<file path="config.mk">
export PLATFORM = sky130hd
export DESIGN_NAME = framebuffer_reader
export DESIGN_NICKNAME = d
export VERILOG_FILES = /design/src/rtl/fb_pkg.sv /design/src/rtl/pixel_fifo.sv /design/src/rtl/framebuffer_reader.sv
export SDC_FILE = /design/constraint.sdc
export NUM_CORES = 1
export LEC_CHECK = 0
export ABC_AREA = 0
export CORE_ASPECT_RATIO = 1.4
export CORE_MARGIN = 5
export CORE_UTILIZATION = 59
export DETAILED_ROUTE_END_ITERATION = 6
export PLACE_DENSITY = 0.81
export REMOVE_ABC_BUFFERS = 1
export SLEW_MARGIN = 20
export SYNTH_ARGS = -nofsm -noshare
export SYNTH_HDL_FRONTEND = slang
export SYNTH_SLANG_ARGS = --single-unit
export TNS_END_PERCENT = 100
</file>
<file path="constraint.sdc">
create_clock -name clk -period 8.4 [get_ports clk]
set_clock_uncertainty 0.05 [all_clocks]
set_input_delay 2.1 -clock clk [delete_from_list [all_inputs] [get_ports clk]]
set_output_delay 2.1 -clock clk [all_outputs]
set_load 0.02 [all_outputs]
</file>
<file path="src/rtl/fb_pkg.sv">
// Types shared by the framebuffer writer and reader: pixel format, default
// frame geometry, streaming FSM states and the tagged FIFO word.
package fb_pkg;

  localparam int FB_WIDTH_DEFAULT  = 240;
  localparam int FB_HEIGHT_DEFAULT = 320;
  localparam int PIXEL_W           = 12;

  // RGB444
  typedef logic [PIXEL_W-1:0] pixel_t;

  typedef enum logic [1:0] {
    ST_IDLE  = 2'd0,
    ST_READ  = 2'd1,
    ST_DRAIN = 2'd2
  } fb_state_e;

  typedef struct packed {
    logic   line_end;
    logic   frame_end;
    pixel_t pix;
  } fifo_word_t;

  localparam int FIFO_WORD_W = $bits(fifo_word_t);

endpackage

</file>
<file path="src/rtl/pixel_fifo.sv">
// Small circular FIFO for tagged pixels, with an occupancy count used as
// read credit by the framebuffer reader. Synchronous active-low reset.
module pixel_fifo #(
  parameter  int DEPTH = 4,
  parameter  int WIDTH = 14,
  localparam int PTR_W = (DEPTH > 1) ? $clog2(DEPTH) : 1,
  localparam int CNT_W = $clog2(DEPTH + 1)
) (
  input  logic             clk_i,
  input  logic             rst_ni,
  input  logic             push_i,
  input  logic [WIDTH-1:0] din_i,
  input  logic             pop_i,
  output logic [WIDTH-1:0] dout_o,
  output logic             empty_o,
  output logic [CNT_W-1:0] count_o
);

  localparam logic [PTR_W-1:0] PTR_LAST = PTR_W'(DEPTH - 1);
  localparam logic [CNT_W-1:0] CNT_FULL = CNT_W'(DEPTH);

  logic [WIDTH-1:0] mem_q [DEPTH];
  logic [PTR_W-1:0] wr_ptr_q, wr_ptr_d;
  logic [PTR_W-1:0] rd_ptr_q, rd_ptr_d;
  logic [CNT_W-1:0] count_q, count_d;
  logic             do_push, do_pop;

  always_comb begin
    do_pop   = pop_i && (count_q != '0);
    do_push  = push_i && ((count_q != CNT_FULL) || do_pop);
    wr_ptr_d = wr_ptr_q;
    rd_ptr_d = rd_ptr_q;
    count_d  = count_q;
    if (do_push) wr_ptr_d = (wr_ptr_q == PTR_LAST) ? '0 : wr_ptr_q + 1'b1;
    if (do_pop)  rd_ptr_d = (rd_ptr_q == PTR_LAST) ? '0 : rd_ptr_q + 1'b1;
    if (do_push && !do_pop)      count_d = count_q + 1'b1;
    else if (do_pop && !do_push) count_d = count_q - 1'b1;
  end

  always_ff @(posedge clk_i) begin
    if (!rst_ni) begin
      wr_ptr_q <= '0;
      rd_ptr_q <= '0;
      count_q  <= '0;
    end else begin
      wr_ptr_q <= wr_ptr_d;
      rd_ptr_q <= rd_ptr_d;
      count_q  <= count_d;
    end
  end

  // Storage needs no reset: emptiness is tracked by the pointers and count.
  always_ff @(posedge clk_i) begin
    if (do_push) mem_q[wr_ptr_q] <= din_i;
  end

  assign dout_o  = mem_q[rd_ptr_q];
  assign empty_o = (count_q == '0);
  assign count_o = count_q;

endmodule

</file>
<file path="src/rtl/framebuffer_reader.sv">
// Streams one frame from BRAM in raster order onto a pixel stream, limiting
// reads so every word still in the BRAM pipeline has a FIFO slot reserved.
module framebuffer_reader
  import fb_pkg::*;
#(
  parameter  int FRAME_WIDTH  = FB_WIDTH_DEFAULT,
  parameter  int FRAME_HEIGHT = FB_HEIGHT_DEFAULT,
  parameter  int BRAM_LATENCY = 2,
  localparam int ADDR_W       = $clog2(FRAME_WIDTH * FRAME_HEIGHT),
  localparam int FIFO_DEPTH   = BRAM_LATENCY + 2,
  localparam int CNT_W        = $clog2(FIFO_DEPTH + 1)
) (
  input  logic              clk,
  input  logic              rst,
  input  logic              start,
  output logic [ADDR_W-1:0] bram_addr,
  input  pixel_t            bram_data_out,
  // Stream: a pixel moves on every edge with axiov && axiord; while axiov is
  // high and axiord low, axiod/axiol/frame_done hold and axiov stays high.
  input  logic              axiord,
  output logic              axiov,
  output pixel_t            axiod,
  output logic              axiol,
  output logic              frame_done,
  output logic              busy,
  output fb_state_e         dbg_state_o
);

  localparam logic [ADDR_W-1:0] FW_A      = ADDR_W'(FRAME_WIDTH);
  localparam logic [ADDR_W-1:0] HC_LAST   = ADDR_W'(FRAME_WIDTH - 1);
  localparam logic [ADDR_W-1:0] ADDR_LAST = ADDR_W'(FRAME_WIDTH * FRAME_HEIGHT - 1);

  fb_state_e               state_q, state_d;
  logic [ADDR_W-1:0]       hcount_q, hcount_d;
  logic [ADDR_W-1:0]       liney_q, liney_d;
  logic [BRAM_LATENCY-1:0] iv_q, iv_d;
  logic [BRAM_LATENCY-1:0] le_q, le_d;
  logic [BRAM_LATENCY-1:0] fe_q, fe_d;
  logic                    issue, room, line_end, frame_end, xfer;
  logic [CNT_W-1:0]        fifo_count;
  logic                    fifo_empty;
  logic [FIFO_WORD_W-1:0]  fifo_dout;
  fifo_word_t              push_word, head;

  assign bram_addr = liney_q * FW_A + hcount_q;
  assign line_end  = (hcount_q == HC_LAST);
  assign frame_end = (bram_addr == ADDR_LAST);
  assign room      = (int'(fifo_count) + $countones(iv_q)) < FIFO_DEPTH;

  // Counters sit at zero in IDLE, so the start cycle itself issues address 0.
  always_comb begin
    state_d  = state_q;
    hcount_d = hcount_q;
    liney_d  = liney_q;
    issue    = 1'b0;
    unique case (state_q)
      ST_IDLE: begin
        if (start) begin
          issue   = 1'b1;
          state_d = ST_READ;
        end
      end
      ST_READ:  issue = room;
      ST_DRAIN: if (xfer && head.frame_end) state_d = ST_IDLE;
      default:  state_d = ST_IDLE;
    endcase
    if (issue) begin
      if (frame_end) begin
        hcount_d = '0;
        liney_d  = '0;
        state_d  = ST_DRAIN;
      end else if (line_end) begin
        hcount_d = '0;
        liney_d  = liney_q + 1'b1;
      end else begin
        hcount_d = hcount_q + 1'b1;
      end
    end
  end

  always_comb begin
    iv_d    = iv_q << 1;
    le_d    = le_q << 1;
    fe_d    = fe_q << 1;
    iv_d[0] = issue;
    le_d[0] = issue && line_end;
    fe_d[0] = issue && frame_end;
  end

  always_ff @(posedge clk) begin
    if (!rst) begin
      state_q  <= ST_IDLE;
      hcount_q <= '0;
      liney_q  <= '0;
      iv_q     <= '0;
      le_q     <= '0;
      fe_q     <= '0;
    end else begin
      state_q  <= state_d;
      hcount_q <= hcount_d;
      liney_q  <= liney_d;
      iv_q     <= iv_d;
      le_q     <= le_d;
      fe_q     <= fe_d;
    end
  end

  assign push_word = {le_q[BRAM_LATENCY-1], fe_q[BRAM_LATENCY-1], bram_data_out};

  pixel_fifo #(
    .DEPTH (FIFO_DEPTH),
    .WIDTH (FIFO_WORD_W)
  ) u_fifo (
    .clk_i   (clk),
    .rst_ni  (rst),
    .push_i  (iv_q[BRAM_LATENCY-1]),
    .din_i   (push_word),
    .pop_i   (xfer),
    .dout_o  (fifo_dout),
    .empty_o (fifo_empty),
    .count_o (fifo_count)
  );

  assign head        = fifo_dout;
  assign axiov       = !fifo_empty;
  assign xfer        = axiov && axiord;
  assign axiod       = axiov ? head.pix : '0;
  assign axiol       = axiov && head.line_end;
  assign frame_done  = axiov && head.frame_end;
  assign busy        = (state_q != ST_IDLE);
  assign dbg_state_o = state_q;

endmodule

</file>
# == After elaboration in Yosys (flattened, before gate mapping) ==
# Memories as Yosys holds them, arrays and structs flattened. A register that Yosys moved wholly into a read port is not among the register bits.
# Cells that the tools add are included.
# word_totals
reg_bits,49
ram_bits,56
in_bits,16
out_inout_bits,35
word_cells,69
mem_count,1
# memory_table
memory,words,word_bits,read_ports,rd_clocked_by_memory_dff,write_ports,line,text
u_fifo.mem_q,4,14,1,1,1,pixel_fifo.sv:22,logic [WIDTH-1:0] mem_q [DEPTH];
# op_classes
n_addsub,9
n_mul,1
order_cmp,1
eq_ne,7
muxes,20
n_reduce_logical,21
# op_table
op,count
$mux 17,4
$add 17x1->17 const B,2
$add 17x17->17,1
$eq 17x17->1 const B,1
$eq 17x8->1 const B,1
$mul 17x4->13 const B,1
$mux 2,8
$mux 12,1
$logic_and 1x1->1,10
$eq 2x2->1 const B,3
$mux 3,2
$pmux 2 s3,1
$reduce_bool 2->1,3
$add 2x1->2 const B,2
$add 3x2->4,1
$lt 4x3->1 const B,1
$add 3x1->3 const B,1
$logic_not 1->1,3
$logic_not 3->1,1
$mux 1,3
$ne 3x3->1 const B,1
$reduce_bool 3->1,1
$sub 3x1->3 const B,1
$add 1x1->2,1
5 further kinds,5

# == Longest topological paths before layout ==
# logic_depth
depth_word,10
depth_mapped,25
ltp_nobuf,24

# == By module ==
# From an unflattened synthesis, not the netlist that was laid out.
# hier_totals
hier_cells,586
hier_area_um2,6238.5
# by_module_without_submodules
module,instances,cells_per_inst,area_each_um2,seq_area_each_um2
framebuffer_reader,1,462,3731.1,760.7
pixel_fifo,1,124,2507.4,1861.8

# == Least setup slack after synthesis ==
# Ideal clock, no wire load.
# synth_path
kind,flip-flop to output port
from,register liney_q[2]
to,output port bram_addr[16]
arrival_ns,4.302
required_ns,6.250
slack_ns,1.948
path_stages_with_launch,22
n_path_buf,0
path_cell_list,dfxtp_1 inv_1 fa_1 fa_1 inv_1 ha_1 nor2b_1 o21ai_1 a21boi_1 nor2_1 nor2_1 o21ai_0 nand2b_1 a21oi_1 xnor2_1 ha_1 nand3_1 nand2b_1 nand3_1 o221ai_2 xnor2_1 xnor2_1
# synth_via
elab_chain_cells,2
# synth_rtl
item,line,text
from (decl),framebuffer_reader.sv:35,"logic [ADDR_W-1:0] liney_q, liney_d;"
from (signal assigned),framebuffer_reader.sv:101,liney_q <= liney_d;
$mul 17x4->13,framebuffer_reader.sv:45,assign bram_addr = liney_q * FW_A + hcount_q;
$add 17x17->17,framebuffer_reader.sv:45,
to (decl),framebuffer_reader.sv:16,"output logic [ADDR_W-1:0] bram_addr,"
# No other way between the ends.

# == Final worst setup path ==
# Ends and elaborated chain as after synthesis.

==> impl_metrics.py <==
metrics = {
    "run_status": {
        "run_status": "complete, no violations",
    },
    "final_layout": {
        "seq_area_mm2": 0.002623,
        "instances_no_fill": 743,
        "insertedDiodeCount": 0,
        "fill_cells": 781,
        "drive_gt1_share_pct": 7.769,
        "nets": 679,
        "area_growth_pct": 14.53,
        "stdcell_area_mm2": 0.007013,
        "final_common_cell": "edfxtp_1",
        "final_cell_mix": "56 x edfxtp_1, 50 x clkdlybuf4s50_1, 47 x dfxtp_1",
        "multi_input_area_mm2": 0.003224,
    },
    "logic_synthesis": {
        "post-synth-top-area-cell": "edfxtp_1",
        "async_flop_share_pct": 0,
        "synth_top_area_share_pct": 27.46,
        "yosysSeqAreaShare_pct": 42.83,
        "synth_area_leaders": "edfxtp_1 27%, dfxtp_1 15%, ha_1 8.6%, fa_1 6.9%, mux4_2 5.1%",
        "yosys_warnings": 0,
        "synth.ff_latch_count": 103,
        "syn_area_per_cell_um2": 10.95,
        "syn_inst": 559,
        "synth_flop_cell": "edfxtp_1",
        "ys_types": 58,
        "synthesis.area_mm2": 0.006123,
        "synth_edf_count": 56,
    },
    "clock_tree": {
        "clock_latency_ps": 340,
        "post_cts_buffers": 0,
        "cts_root_buffer": "clkbuf_16",
        "cts.path.max_buffers": 2,
        "clock_sinks": 103,
        "ctsHoldBuffers": 0,
        "cts_resized": 0,
        "cts_tree": "built",
        "cts_inserted_buffers": 9,
        "htree_num_levels": 3,
        "path_clk_slew_ps": 70,
    },
    "critical_path": {
        "crit_required_ps": 6250,
        "crit_chain": "inv_1 -> fa_1 -> fa_1 -> inv_1 -> ha_1 -> a21oi_1 -> o21ai_0 -> a21oi_1 -> o21bai_1 -> a21oi_1 -> xnor2_1 -> ha_1 -> a21o_1 -> nand2_1 -> nand3_1 -> o221ai_2 -> xnor2_1 -> xnor2_1 -> clkdlybuf4s50_1",
        "r2r_start": "liney_q[2]",
        "cp-end-kind": "primary output",
        "worstSetupStartpointType": "register",
        "cp.arrival_ps": 5470,
        "criticalPathCategory": "reg2out",
        "r2r_cells": 21,
        "critPathMaxStageDelay_ps": 700,
        "timing.reg2reg.setup_slack_ps": 2580,
        "r2r_end": "hcount_q[12]",
        "slowest_stage": "clkdlybuf4s50_1",
        "crit_path_max_fanout": 7,
    },
    "floorplanning": {
        "die_width_um": 96.10,
        "core.rowCount": 44,
        "fp.dieH_um": 130.5,
        "boundaryPins": 51,
        "core_mm2": 0.01029,
        "start_util_pct": 59.48,
        "die-area_mm2": 0.01254,
    },
    "sta": {
        "rsz0062_at_grt": "no",
        "post-route-period-util_pct": 90.75,
        "hold_viol": 0,
        "setup_viol": 0,
        "fmax_mhz": 131.2,
        "timing.final.ws_setup_ps": 777.3,
        "max_slew.worst_pin.slew_ps": 1059,
        "setup_tns_ps": 0,
        "drv_slew": 0,
        "finalCriticalPeriod_ps": 7623,
        "relSlewSlack_pct": 29.25,
    },
    "hold_path": {
        "min_to": "le_q[1]",
        "min_path_cells": 1,
        "min_path_type": "reg2reg",
        "hp-start": "le_q[0]",
    },
    "power": {
        "ir_drop_uv": 116.8,
        "power_mw": 1.288,
        "p_leak_nw": 2.679,
        "p_per_area_mw_per_mm2": 183.7,
    },
    "detailed_routing": {
        "wl_per_cell_um": 18.03,
        "dr.pass1.iters": 5,
        "drt_wl_total_um": 13400,
        "drt_iter0_markers": 268,
        "post-route-drc-count": 0,
        "vias": 4460,
        "antenna_left": 0,
        "via_per_inst": 6.003,
    },
    "place": {
        "dp_hpwl_um": 10030,
        "dp_cells": 727,
        "dp_slack_ps": 1140,
        "place_congestion": 0.8893,
        "port_buffers": 50,
        "dpl_cell_area_mm2": 0.006700,
    },
    "run": {
        "maxCapViolCount": 0,
    },
    "global_route": {
        "grt_overflow": 0,
        "track_usage_pct": 22.85,
        "antenna_found_initial": 0,
        "grt_first_pass_wirelength_um": 22030,
        "grt_max_degree": 25,
        "grt_pass1_vias": 4602,
    },
}
==> logic make-up after synthesis <==
logic type / Yosys count / synth area share [%]
mux: 17 / 5.640
buf+inv: 67 / 4.516
fa+ha+maj: 63 / 15.45
simple gates: 181 / 16.33
xor+xnor: 24 / 3.433
flops: 103 / 42.83
compound gates: 104 / 11.81
==> per-layer routing <==
layer  routed length [µm]  global-route usage [%]  up-vias
met4                  346                   8.794        0
met3                  602                   3.837       26
met5                    0                       0        -
li1                     -                       -     2111
met2                 7304                   42.29      136
met1                 5145                   25.76     2187
==> per-stage QoR <==
| step | util, % | hold slack, ps |
|---|---|---|
| 2_1_floorplan | - | 361.8 |
| 3_3_place_gp | 65.08 | 365.2 |
| 3_5_place_dp | 65.08 | 372.2 |
| 4_1_cts | 68.12 | 393.0 |
| 5_1_grt | 68.12 | 423.3 |
| 6_report | 68.12 | 388.3 |
==> sequential cells by signal, summed over array words and instances, names as in the netlist, 3 cells and up, named ones only <==
name,count
u_fifo.count_o,3
u_fifo.mem_q,56
hcount_q,17
liney_q,13
==> cell usage after synthesis, drive strengths merged (6+ instances only) <==
cell type,instances
edfxtp,56
dfxtp,47
inv,46
ha,42
nand2,33
a21oi,30
nand3,29
nor2,26
and2,24
fa,21
xnor2,19
a31oi,18
and3,17
or3,15
mux4,14
o21ai,14
clkbuf,13
o31ai,13
buf,8
a21o,7
nor3,6
==> worst max path at each step <==
stage,from,to,depth (start not counted)
3_5_place_dp,liney_q[3],bram_addr[16],19
2_1_floorplan,liney_q[2],bram_addr[16],21
6_report,liney_q[2],bram_addr[16],19
5_1_grt,liney_q[3],bram_addr[16],22
4_1_cts,liney_q[3],bram_addr[16],19
3_3_place_gp,liney_q[2],bram_addr[16],22
==> layout make-up <==
cell class / count / area share (%)
Multi-Input combinational cell: 389 / 45.98
Sequential cell: 103 / 37.40
Timing Repair Buffer: 51 / 7.244
Clock buffer: 10 / 3.408
Inverter: 46 / 2.462
Tap cell: 138 / 2.462
Clock inverter: 6 / 1.053
==> power breakdown <==
part | total, mW | internal [mW] | switching, mW
combinational | 0.279 | 0.140 | 0.139
clock | 0.428 | 0.243 | 0.184
sequential | 0.582 | 0.550 | 0.0313
total | 1.29 | 0.933 | 0.355
==> critical path, delay by kind of cell, from the launching register on <==
| kind | cells | cell delay (ps) |
|---|---|---|
| buf+inv | 3 | 900 |
| simple gates | 2 | 200 |
| flops | 1 | 460 |
| xor+xnor | 3 | 660 |
| fa+ha+maj | 4 | 1650 |
| compound gates | 7 | 1280 |
Power figures use the tool's default switching activity.
